$ cat src/rtl/pipeline_pkg.sv
// Shared types and helpers for the pipeline sequencing unit.
package pipeline_pkg;

   // Sequencer states; encoding is visible on state_o.
   typedef enum logic [1:0] {
      StRseq   = 2'd0,
      StRun    = 2'd1,
      StDrain  = 2'd2,
      StHalted = 2'd3
   } pipe_state_t;

   // Per-stage register update select.
   typedef enum logic [1:0] {
      SelHold   = 2'd0,
      SelLoad   = 2'd1,
      SelBubble = 2'd2
   } stage_sel_t;

   localparam int unsigned DefaultNopWord = 0;

   // Low bit index of stage k inside a flattened instruction bus.
   function automatic int unsigned stage_lo(input int unsigned k, input int unsigned w);
      return k * w;
   endfunction

endpackage

$ cat src/rtl/pipe_stage_reg.sv
// One pipeline stage: instruction word plus valid bit with hold/load/bubble select.
module pipe_stage_reg
   import pipeline_pkg::*;
#(
   parameter int unsigned       IR_W     = 16,
   parameter logic [IR_W-1:0]   NOP_WORD = '0
) (
   input  logic            clk,
   input  logic            reset,
   input  stage_sel_t      sel_i,
   input  logic [IR_W-1:0] word_i,
   input  logic            valid_i,
   output logic [IR_W-1:0] word_o,
   output logic            valid_o
);

   logic [IR_W-1:0] word_q;
   logic            valid_q;

   // Stage register; reset and bubble both load the NOP encoding as invalid.
   always_ff @(posedge clk) begin
      if (reset) begin
         word_q  <= NOP_WORD;
         valid_q <= 1'b0;
      end else begin
         unique case (sel_i)
            SelLoad: begin
               word_q  <= word_i;
               valid_q <= valid_i;
            end
            SelBubble: begin
               word_q  <= NOP_WORD;
               valid_q <= 1'b0;
            end
            default: begin
               word_q  <= word_q;
               valid_q <= valid_q;
            end
         endcase
      end
   end

   assign word_o  = word_q;
   assign valid_o = valid_q;

endmodule

$ cat src/rtl/pipeline_ctrl.sv
// Pipeline sequencer: staged reset release, stall/flush bubbles, drain-then-freeze halt.
module pipeline_ctrl
   import pipeline_pkg::*;
#(
   parameter int unsigned     STAGES      = 3,
   parameter int unsigned     IR_W        = 16,
   parameter logic [IR_W-1:0] NOP_WORD    = IR_W'(DefaultNopWord),
   parameter int unsigned     FLUSH_DEPTH = 2
) (
   input  logic                   clk,
   input  logic                   reset,
   input  logic [IR_W-1:0]        ir_fetch,
   input  logic                   fetch_valid,
   input  logic                   stall,
   input  logic                   flush,
   input  logic                   halt_req,
   input  logic                   resume,
   output logic                   fetch_en,
   output logic [STAGES*IR_W-1:0] ir_stage,
   output logic [STAGES-1:0]      valid_stage,
   output logic [STAGES-1:0]      stage_rst,
   output logic                   halted,
   output logic [1:0]             state_o
);

   localparam int unsigned CntW = $clog2(STAGES + 1);

   pipe_state_t     state_q, state_d;
   logic [CntW-1:0] cnt_q, cnt_d;
   logic            halted_q;

   logic [IR_W-1:0]   word_q    [STAGES];
   logic [IR_W-1:0]   src_word  [STAGES];
   logic [STAGES-1:0] src_valid;
   logic [STAGES-1:0] valid_q;
   logic [STAGES-1:0] valid_d;
   stage_sel_t        sel       [STAGES];

   assign fetch_en = (state_q == StRun) & (~stall | flush);

   // Stage update select: flush beats stall; drain feeds bubbles into stage 0.
   always_comb begin
      for (int unsigned k = 0; k < STAGES; k++) begin
         sel[k] = SelHold;
      end
      unique case (state_q)
         StRseq: begin
            for (int unsigned k = 0; k < STAGES; k++) begin
               sel[k] = SelBubble;
            end
         end
         StRun, StDrain: begin
            for (int unsigned k = 0; k < STAGES; k++) begin
               if (flush && (k < FLUSH_DEPTH)) begin
                  sel[k] = SelBubble;
               end else if (!flush && stall && (k == 0)) begin
                  sel[k] = SelHold;
               end else if (!flush && stall && (k == 1)) begin
                  sel[k] = SelBubble;
               end else if ((k == 0) && (state_q == StDrain)) begin
                  sel[k] = SelBubble;
               end else begin
                  sel[k] = SelLoad;
               end
            end
         end
         default: ;
      endcase
   end

   // Next-cycle valid bits, needed to detect an empty pipe while draining.
   always_comb begin
      valid_d = valid_q;
      for (int unsigned k = 0; k < STAGES; k++) begin
         unique case (sel[k])
            SelLoad:   valid_d[k] = src_valid[k];
            SelBubble: valid_d[k] = 1'b0;
            default:   valid_d[k] = valid_q[k];
         endcase
      end
   end

   // Sequencer next state and reset-release counter.
   always_comb begin
      state_d = state_q;
      cnt_d   = cnt_q;
      unique case (state_q)
         StRseq: begin
            cnt_d = cnt_q + 1'b1;
            if (cnt_q == CntW'(STAGES - 1)) begin
               state_d = StRun;
            end
         end
         StRun: begin
            if (halt_req) begin
               state_d = StDrain;
            end
         end
         StDrain: begin
            if (valid_d == '0) begin
               state_d = StHalted;
            end
         end
         StHalted: begin
            if (resume) begin
               state_d = StRun;
            end
         end
         default: state_d = StRseq;
      endcase
   end

   // Sequencer state register.
   always_ff @(posedge clk) begin
      if (reset) begin
         state_q  <= StRseq;
         cnt_q    <= '0;
         halted_q <= 1'b0;
      end else begin
         state_q  <= state_d;
         cnt_q    <= cnt_d;
         halted_q <= (state_d == StHalted);
      end
   end

   for (genvar k = 0; k < STAGES; k++) begin : g_stage
      if (k == 0) begin : g_src_fetch
         assign src_word[k]  = ir_fetch;
         assign src_valid[k] = fetch_valid & fetch_en;
      end else begin : g_src_prev
         assign src_word[k]  = word_q[k-1];
         assign src_valid[k] = valid_q[k-1];
      end

      pipe_stage_reg #(
         .IR_W     (IR_W),
         .NOP_WORD (NOP_WORD)
      ) u_stage (
         .clk     (clk),
         .reset   (reset),
         .sel_i   (sel[k]),
         .word_i  (src_word[k]),
         .valid_i (src_valid[k]),
         .word_o  (word_q[k]),
         .valid_o (valid_q[k])
      );

      assign ir_stage[stage_lo(k, IR_W) +: IR_W] = word_q[k];
      // Stage k leaves reset once k+1 edges have elapsed since reset fell.
      assign stage_rst[k] = (cnt_q <= CntW'(k));
   end

   assign valid_stage = valid_q;
   assign halted      = halted_q;
   assign state_o     = state_q;

endmodule

$ cat config.mk
export PLATFORM = sky130hd
export DESIGN_NAME = pipeline_ctrl
export DESIGN_NICKNAME = d
export VERILOG_FILES = /design/src/rtl/pipeline_pkg.sv /design/src/rtl/pipe_stage_reg.sv /design/src/rtl/pipeline_ctrl.sv
export SDC_FILE = /design/constraint.sdc
export NUM_CORES = 1
export LEC_CHECK = 0
export ABC_AREA = 1
export CORE_MARGIN = 10
export CORE_UTILIZATION = 45
export CTS_CLUSTER_DIAMETER = 150
export CTS_CLUSTER_SIZE = 40
export DETAILED_ROUTE_END_ITERATION = 8
export GPL_TIMING_DRIVEN = 0
export PLACE_DENSITY_LB_ADDON = 0.2
export SYNTH_ARGS = -nofsm -noshare
export SYNTH_HDL_FRONTEND = slang
export SYNTH_SLANG_ARGS = --single-unit
$ cat constraint.sdc
create_clock -name clk -period 2.8 [get_ports clk]
set_input_delay 0.28 -clock clk [delete_from_list [all_inputs] [get_ports clk]]
set_output_delay 0.28 -clock clk [all_outputs]
set_load 0.02 [all_outputs]
# Yosys cells after proc, flatten, opt, wreduce, memory -nomap -nowiden

Index checks and enable logic that the tools add are counted.
Widths: inputs -> output; s select.

Register bits: 56
Logic and storage cells: 53

Add/sub/neg operators: 1
Order comparisons: 3
Equal/unequal tests: 11
Mux-type cells: 17
Bitwise logic cells: 4
Reductions and logical operators: 8

Operators with widths:

| kind                | count |
|---|---|
| $pmux 16 s2         | 3 |
| $mux 2              | 9 |
| $eq 2x2->1 const B  | 7 |
| $pmux 6 s2          | 1 |
| $eq 2x1->1 const B  | 4 |
| $pmux 2 s4          | 1 |
| $pmux 1 s2          | 3 |
| $reduce_bool 2->1   | 3 |
| $le 2x1->1 const B  | 2 |
| $logic_not 3->1     | 1 |
| $add 2x1->2 const B | 1 |
| $and 1x1->1         | 2 |
| $le 2x2->1 const B  | 1 |
| $logic_not 2->1     | 1 |
| $reduce_or 2->1     | 1 |
| $logic_and 1x1->1   | 1 |
| $logic_not 1->1     | 1 |
| $not 1->1           | 1 |
| $or 1x1->1          | 1 |

# Depth between registers and ports, before layout

Gate-level depths: netlist of run 1.

Depth after elaboration: 11
Gate-level depth with buffers: 19

# Hierarchy

Synthesis of run 1 repeated with hierarchy kept, for this count alone.

Cells, all modules: 305
Area, all modules: 2419.8 um2

By module, submodules not included:

| module         | times used | cells each | area an instance (um2) | sequential area each (um2) |
|---|---|---|---|---|
| pipe_stage_reg | 3          | 76         | 631.9                  | 340.3 |
| pipeline_ctrl  | 1          | 77         | 524.3                  | 100.1 |

# Least setup slack after synthesis of run 1

OpenSTA, ideal clock, no wires.

Path type: reg2reg
From: register state_q[1], in the netlist state_o[1]
To: register state_q[0], in the netlist state_o[0]
Data arrival time: 2522 ps
Setup slack: 150 ps
Stages on the path, launching flop included: 20
Buffers on the path: 1
Cells stage by stage: dfxtp_1 -> inv_1 -> ha_1 -> inv_2 -> nor3_2 -> inv_1 -> nor3_1 -> inv_1 -> ha_1 -> buf_6 -> inv_1 -> nand3_1 -> o21bai_4 -> nor2_2 -> nand3_1 -> nand2_1 -> nand2_1 -> nand2_1 -> nand2_1 -> nor2_1

Cells in the longest elaborated chain, start to end: 10
Elaborated cells between the ends (all ways): 23

Ends and longest elaborated chain:

| what                                            | RTL line                                                      | source |
|---|---|---|
| start, declared                                 | pipeline_ctrl.sv:28                                           | `pipe_state_t state_q, state_d;` |
| start signal, assigned                          | pipeline_ctrl.sv:116                                          | `state_q <= StRseq;` |
| start signal, assigned                          | pipeline_ctrl.sv:120                                          | `state_q <= state_d;` |
| $eq 2x2->1                                      | pipeline_ctrl.sv:46, pipeline_ctrl.sv:60, pipeline_ctrl.sv:87 |  |
| $mux 2                                          | pipeline_ctrl.sv:60                                           | `end else if ((k == 0) && (state_q == StDrain)) begin` |
| $mux 2                                          | pipeline_ctrl.sv:56                                           | `end else if (!flush && stall && (k == 0)) begin` |
| $mux 2                                          | pipeline_ctrl.sv:54                                           | `if (flush && (k < FLUSH_DEPTH)) begin` |
| $pmux 6 s2                                      | pipeline_ctrl.sv:46                                           | `unique case (state_q)` |
| $eq 2x2->1 / $eq 2x1->1 (equally long branches) | pipeline_ctrl.sv:75                                           | `unique case (sel[k])` |
| $pmux 1 s2                                      | n/a                                                           |  |
| $logic_not 3->1                                 | pipeline_ctrl.sv:100                                          | `if (valid_d == '0) begin` |
| $mux 2                                          | pipeline_ctrl.sv:100                                          |  |
| $pmux 2 s4 *                                    | pipeline_ctrl.sv:87                                           | `unique case (state_q)` |

Every way passes the cells marked *; elsewhere a longest branch is shown, timed or not.
A chain may end at the register's enable or synchronous reset.

# Worst setup path after layout of run 1

From: register state_q[0], in the netlist state_o[0]
To: register state_q[0], in the netlist state_o[0]

The elaborated chain is that of the path after synthesis.

==> metrics.md, run 1 <==
| Metric | Value |
|---|---|
| Status | `complete, no violations` |
| Final setup TNS | `0 ns` |
| Routed WL per cell | `14.4 µm` |
| Cts bufs inserted | `5` |
| Minimum clock period | `2.57 ns` |
| Post-Syn Nets | `321` |
| First-pass GRT wire length | `10.0 mm` |
| Nets | `412` |
| Multi-input gate area | `between 0.001 and 0.0015 mm²` |
| CTS Hold Bufs | `0` |
| Number of global-route vias before repair | `2037` |
| Clock-pin slew of the registers on the worst-case setup and hold paths | `0.09 ns` |
| Slew Limit Fails | `0` |
| Lkg Pwr | `around 0.0013 µW` |
| DRT iter0 DRCs | `113` |
| CP Max Fanout | `10` |
| Pwr dens | `around 670 mW/mm²` |
| Sw Ratio | `a little over a third` |
| Met2 wire length | `between 2 and 3 mm` |
| Syn avg cell area | `8.13 µm²` |
| Initial core utilization | `a little under half` |
| Post-Syn Instances | `285` |
| # IOs | `81` |
| Site row count | `26` |
| Fill cell count | `459` |
| Worst slew pin tran | `0.508 ns` |
| Fin. Hold Viols | `0` |
| Pwr Total | `2260 µW` |
| Ant diodes | `0` |
| Met3 WL | `639 µm` |
| CTS tree | `built` |
| Pin count of the biggest net entering global routing | `16` |
| Worst-path cell chain | `clkinvlp_4, ha_4, inv_2, nor3_2, inv_1, nor3_2, inv_1, ha_1, buf_6, inv_1, nand3_1, o21bai_4, nor2_2, nand3_1, nand2_1, nand2_1, nand2_1, nand2_1, nor2_1` |
| Slowest-stage cell, CP | `dfxtp_4` |
| Setup-failing EPs final | `0` |
| Core area | `0.00504 mm²` |
| Post-synthesis sequential area ratio | `48.4%` |
| Yosys warning count | `0` |
| Net Switching | `822 µW` |
| Crit share post-route | `91.9%` |
| Crit path top cell by count | `nand2_1` |
| CTS root buf | `clkbuf_8` |
| Reg2Reg Setup Slack | `0.23 ns` |
| Worst VDD drop | `roughly 400 µV` |
| DRC | `0` |
| Clk_lat worst skew | `0.30 ns` |
| CTS sink count | `56` |
| Fin util | `about two thirds` |
| DR top layer | `met4` |
| Fin Clk Skew | `0.00353 ns` |
| WL final | `6.43 mm` |
| Internal Dissipation | `1440 µW` |
| Port bufs | `79` |
| Slew Limit Headroom | `66.1%` |
| Area contributors post-synth | `dfxtp_1 (48%), nand2_1 (11%), a21oi_1 (8.0%)` |
| Critical path endpoint category | `flip-flop` |
| GRT Util Overall | `between 10 and 15%` |
| Via count | `2196` |
| #FFs+latches synth | `56` |
| Die W | `91.8 µm` |
| Area occupied by registers | `between 0.001 and 0.0015 mm²` |
| Sequential Power Share | `between 40% and 50%` |
| Metal-1 WL | `~2.7 mm` |
| Layout cell share with drive strength beyond 1 | `9.81%` |
| Critical setup path kind | `flip-flop to flip-flop` |
| Max clock buf depth | `2` |
| Die Y | `~92 µm` |
| Clock group share of total power | `19.6%` |
| HP Class | `primary input to flip-flop` |
| Synth area leader | `dfxtp_1` |
| Max-cap viol count | `0` |
| Count of cell types in the netlist | `25` |
| Critical path data required time | `2.98 ns` |
| Combinational Power Share | `39.1%` |
| Die Area | `0.00842 mm²` |
| H-tree Lvls | `2` |
| Startpoint types | `flip-flop` |
| Synthesized cell area | `0.00232 mm²` |
| Crit path largest cell delay | `0.39 ns` |
| TritonRoute pass-1 iters | `4` |
| Global route overflow | `0` |
| Antenna Nets Post-Route | `0` |
| Final RePlAce weighted congestion | `0.840` |
| CP Data Arrival Time | `2.76 ns` |
| Yosys top cell area share | `48.4%` |
| P&R area growth vs syn | `44.7%` |
| Fmax | `roughly 390 MHz` |
| Hpwl dp | `roughly 4.8 mm` |
| DR vias/cell | `4.91` |
| Initial antenna violation count | `0` |
==> worst paths after layout <==
kind,start,to,cells past startpoint
setup / recovery,state_o[0],state_o[0],19
hold / removal,reset,g_stage[0].u_stage.word_o[4],2
setup reg to reg,state_o[0],state_o[0],19
hold reg to reg,g_stage[0].u_stage.word_o[0],g_stage[0].u_stage.word_o[0],2
==> timing repair <==
action	4_1_cts	5_1_grt
pin swaps	0	3
endpoints found under the setup margin	12	17
setup buffers	0	5
resized for setup	1	6
==> per-layer routing <==
layer,GRT usage (%),vias up
met1,17.2,998
met4,4.88,0
met2,21.7,72
li1,-,1116
met3,6.60,10
met5,0,-
==> final cells by class <==
| class | instances | area share (%) |
|---|---|---|
| Inverter | 21 | 2.46 |
| Buffer | 18 | 2.87 |
| Clock buffer | 8 | 2.68 |
| Multi-Input combinational cell | 190 | 31.1 |
| Tap cell | 70 | 2.61 |
| Timing Repair Buffer | 84 | 24.7 |
| Sequential cell | 56 | 33.6 |
==> Yosys cell counts, drive strengths merged <==
library cell and instances:
nand3 6, nand2 65, o21a 1, o211ai 1, a22oi 16, buf 12
o21ai 20, nor3 4, clkbuf 6, dfxtp 56, inv 21, ha 13
a21oi 37, or2 1, o21bai 1, nor2 25
==> logic make-up (layout without fill, tap and decap cells) <==
logic type	count (synthesis)	after routing	synth area share (%)
AOI/OAI and AO/OA	76	76	19.1
adders and majority gates	13	13	7.02
buffers and inverters	39	131	7.55
DFF	56	56	48.4
and+or+nand+nor	101	101	18.0
==> stage by stage <==
stage	setup slack [ns]	instances	hold WS, ns	cell area, µm²
CTS	0.0112	442	0.262	3290
detailed placement	-0.0148	434	0.471	3200
global route	-0.0137	447	0.282	3360
floorplan	0.150	285	0.423	2320
finish	0.226	447	0.266	3360
global placement	0.00372	434	0.465	3200
==> registers in the layout, summed over array words and instances (netlist names) <==
| register | flops |
|---|---|
| g_stage.u_stage.word_o | 48 |
| g_stage.u_stage.valid_o | 3 |
| cnt_q | 2 |
| state_o | 2 |
| halted | 1 |
==> critical path, delay by kind of cell, from the launching register on <==
family / cells / cell delay, ns
buffers and inverters: 6 / 0.55
AOI/OAI and AO/OA: 1 / 0.14
DFF: 1 / 0.39
and+or+nand+nor: 10 / 0.73
adders and majority gates: 2 / 0.63
==> power groups by stage <==
stage                     sequential [µW]  clock, µW  combinational, µW
after detailed placement              947          0                828
final                                 935        444                884
after CTS                             930        454                832
after global placement                946          0                818
after global routing                  948        479                967
after floorplan                      1010          0                456
==> cell usage in the layout (no fill, tap or decap), types with 2 or more instances in the layout <==
cell type	netlist	final
nor2_1	22	22
inv_2	3	3
buf_1	2	2
a22oi_1	16	16
nand3_1	5	5
ha_1	13	12
nor3_2	1	2
buf_2	5	5
clkdlybuf4s50_1	0	79
nor2_4	1	2
inv_1	18	17
clkbuf_1	6	8
nor3_1	3	2
nand2_1	65	65
clkbuf_8	0	6
dfxtp_1	56	54
a21oi_1	37	37
buf_4	4	9
o21ai_0	19	19
(Power assumes the default switching activity.)
==> run 2, diff against run 1 <==
ABC_AREA = unset   (was 1)
CORE_ASPECT_RATIO = 2   (was unset)
CORE_UTILIZATION = 44   (was 45)
CTS_CLUSTER_DIAMETER = unset   (was 150)
==> metrics.md, run 2 <==
| Metric | Value |
|---|---|
| Commonest cells after routing, fill and taps aside | `clkdlybuf4s50_1 (79), dfxtp_1 (54), nor2_1 (51), a22oi_1 (31), a21oi_1 (19)` |
| Async set or reset register ratio after synthesis | `0% (unchanged)` |
| Bufs and invs on worst path | `1 (-5)` |
| Die Y | `122 µm (+33%)` |
| Startpoint types | `flip-flop` |
| Synth area leader | `dfxtp_1` |
| DRC | `0 (unchanged)` |
| Number of flip-flops in the largest register | `48 (unchanged)` |
| Post-synthesis sequential area ratio | `49.0% (+0.61 points)` |
| Critical setup path kind | `flip-flop to flip-flop` |
| Fin util | `66.0% (-0.56 points)` |
| Synth top cells by count | `dfxtp_1 (56), nor2_1 (52), a22oi_1 (31)` |
| Crit path largest cell delay | `0.40 ns (about the same)` |
| Post-Syn Nets | `286 (-11%)` |
| H-tree Lvls | `2 (unchanged)` |
| Critical Path Source | `state_o[0]` |
| Die W | `71.0 µm (-23%)` |
| Area occupied by registers | `0.00113 mm² (+0.22%)` |
| Core area | `0.00509 mm² (+0.99%)` |
| First-pass GRT wire length | `10.6 mm (+6.0%)` |
| Slowest-stage cell, CP | `dfxtp_4` |
| Yosys warning count | `0 (unchanged)` |
| Setup-failing EPs final | `0 (unchanged)` |
| Number of global-route vias before repair | `2157 (+5.9%)` |
| Count of cell types in the netlist | `33 (+32%)` |
| CTS tree | `built` |
| Final worst slack | `0.101 ns (-0.126 ns)` |
| Post-Syn Instances | `250 (-12%)` |
| Met3 WL | `410 µm (-36%)` |
| Worst-path cell chain | `clkinvlp_4, ha_4, or3b_4, or3_1, ha_1, and3b_1, a32oi_2, a21oi_2, nor3b_2` |
| Status | `complete, no violations` |
| Worst VDD drop | `611 µV (+53%)` |
| Critical path data required time | `3.03 ns (+0.05 ns)` |
| Crit share post-route | `96.4% (+4.5 points)` |
| DR vias/cell | `5.29 (+7.7%)` |
| Clock-pin slew of the registers on the worst-case setup and hold paths | `0.10 ns (about the same)` |
| Pin count of the biggest net entering global routing | `17 (+1)` |
| Cell family with most CP delay | `simple AND/OR/NAND/NOR gates` |
| Top-count cell post-synth | `dfxtp_1` |
| Antenna Nets Post-Route | `0 (unchanged)` |
| Ant diodes | `0 (unchanged)` |
| Pwr Total | `2340 µW (+3.5%)` |
| Nets | `377 (-8.5%)` |
| Area contributors post-synth | `dfxtp_1 (49%), a22oi_1 (10%), nor2_1 (8.5%)` |
| Layout cell share with drive strength beyond 1 | `9.36% (-0.46 points)` |
| Fin. Hold Viols | `0 (unchanged)` |
| Via count | `2116 (-3.6%)` |
| Lkg Pwr | `0.00124 µW (-3.3%)` |
| CTS sink count | `56 (unchanged)` |
| Met2 wire length | `3.66 mm (+25%)` |
| CP Data Arrival Time | `2.93 ns (+0.17 ns)` |
| Critical path endpoint category | `flip-flop` |
| Slew Limit Headroom | `69.1% (+3.0 points)` |
| Cell count after placement | `387 (-11%)` |
| Fill cell count | `448 (-2.4%)` |
| Multi-input gate area | `0.00108 mm² (+3.2%)` |
| Hold path startpoint | `reset` |
| Fin Clk Skew | `0.00949 ns (+0.00595 ns)` |
| DP Worst Slack | `-0.371 ns (-0.356 ns)` |
| WL final | `6.61 mm (+2.8%)` |
| Fin cells | `400 (-11%)` |
| Synthesized cell area | `0.00229 mm² (-1.2%)` |
| Slew Limit Fails | `0 (unchanged)` |
| Yosys top cell area share | `49.0% (+0.61 points)` |
| DR top layer | `met4` |
| #FFs+latches synth | `56 (unchanged)` |
| Critical R2R Launch | `state_o[0]` |
| Site row count | `37 (+42%)` |
| TritonRoute pass-1 iters | `4 (unchanged)` |
| CP Max Fanout | `5 (-5)` |
| Global route overflow | `0 (unchanged)` |
| Fin Hold WS | `0.361 ns (+0.0946 ns)` |
| Final RePlAce weighted congestion | `0.820 (-2.3%)` |
| P&R area growth vs syn | `46.8%` |
| Metal-1 WL | `2.42 mm (-12%)` |
| Ys flop type | `dfxtp_1` |
| Worst slew pin tran | `0.463 ns (-0.0450 ns)` |
| Cts bufs inserted | `5 (unchanged)` |
| Port bufs | `79 (unchanged)` |
| CTS root buf | `clkbuf_8` |
| Routed WL per cell | `16.5 µm (+15%)` |
| Syn avg cell area | `9.16 µm² (+13%)` |
| Pwr dens | `697 mW/mm² (+3.3%)` |
| Minimum clock period | `2.70 ns (+0.126 ns)` |
| DRT iter0 DRCs | `90 (-20%)` |
| Max clock buf depth | `2 (unchanged)` |
| GRT Util Overall | `14.9% (+0.67 points)` |
| Die Area | `0.00866 mm² (+2.9%)` |
| Hpwl dp | `5.20 mm (+8.3%)` |
| Most common cell after layout, fill and taps aside | `clkdlybuf4s50_1` |
| Count of flip-flops with a built-in enable after synthesis | `0 (unchanged)` |
| HP Class | `primary input to flip-flop` |
| # IOs | `81 (unchanged)` |
| Fmax | `370 MHz (-4.7%)` |
| Clk_lat worst skew | `0.31 ns (about the same)` |
| Max-cap viol count | `0 (unchanged)` |
| Initial antenna violation count | `0 (unchanged)` |
| Initial core utilization | `45.0% (-1.0 points)` |
-- run 2: cell count changes after synthesis, sizes merged, moves of 6 or more --
cell,previous run,this run
a21oi,37,21
a22oi,16,31
buf,12,6
clkbuf,6,15
inv,21,10
nand2,65,2
nand3,6,0
nor2,25,52
nor3b,0,18
o21ai,20,2
-- run 2: kinds of logic (layout without fill, tap and decap cells) --
family                   after synthesis  count (layout)  synth area share (%)
adder cells (fa/ha/maj)               13              13                  7.10
flip-flops                            56              56                  49.0
buffers and inverters                 31             123                  5.63
XOR/XNOR                               1               1                 0.383
AO/OA/AOI/OAI                         61              61                  18.1
AND/OR/NAND/NOR                       87              87                  19.4
multiplexers                           1               1                 0.437
-- run 2: metal layers --
| layer | vias to the layer above | GRT usage (%) |
|---|---|---|
| li1 | 1047 | - |
| met1 | 989 | 15.2 |
| met2 | 70 | 27.2 |
| met3 | 10 | 4.48 |
| met4 | 0 | 5.84 |
| met5 | - | 0 |
-- run 2: layout make-up --
| type | instances | area share, % |
|---|---|---|
| Tap cell | 58 | 2.16 |
| Timing Repair Buffer | 84 | 24.6 |
| Clock buffer | 6 | 2.16 |
| Sequential cell | 56 | 33.6 |
| Clock inverter | 2 | 1.04 |
| Inverter | 10 | 1.23 |
| Multi-Input combinational cell | 163 | 32.1 |
| Buffer | 21 | 3.09 |
-- run 2: timing repair --
action / in CTS / in global routing
gates resized for setup: 9 / 7
pin swaps: 0 / 3
setup buffers: 0 / 5
endpoints found under the setup margin: 19 / 13
hold buffers: 0 / 0
-- run 2: final timing paths --
check / endpoint / slack, ns / depth (start not counted)
setup / recovery: halted / 0.10 / 9
hold reg to reg: g_stage[2].u_stage.valid_o / 0.49 / 2
hold / removal: g_stage[1].u_stage.word_o[9] / 0.36 / 2
setup reg to reg: halted / 0.10 / 9
-- run 2: report_power, final --
part | switching [µW] | total, µW | internal (µW) | leakage (µW)
Clock | 247 | 513 | 266 | 0.0000552
Combinational | 502 | 903 | 402 | 0.000728
Sequential | 64.8 | 927 | 862 | 0.000454
Total | 814 | 2340 | 1530 | 0.00124
-- run 2: worst reg2reg max path, cell delays in order (launching register included) --
cell	delay, ns
dfxtp_4	0.40
clkinvlp_4	0.13
ha_4	0.31
or3b_4	0.40
or3_1	0.34
ha_1	0.30
and3b_1	0.20
a32oi_2	0.28
a21oi_2	0.10
nor3b_2	0.17
-- run 2: through the flow --
stage          cell area, µm²  TNS (ns)
2_1_floorplan            2300         0
3_3_place_gp             3160     -3.93
3_5_place_dp             3160     -4.71
4_1_cts                  3310         0
5_1_grt                  3360   -0.0610
6_report                 3360         0
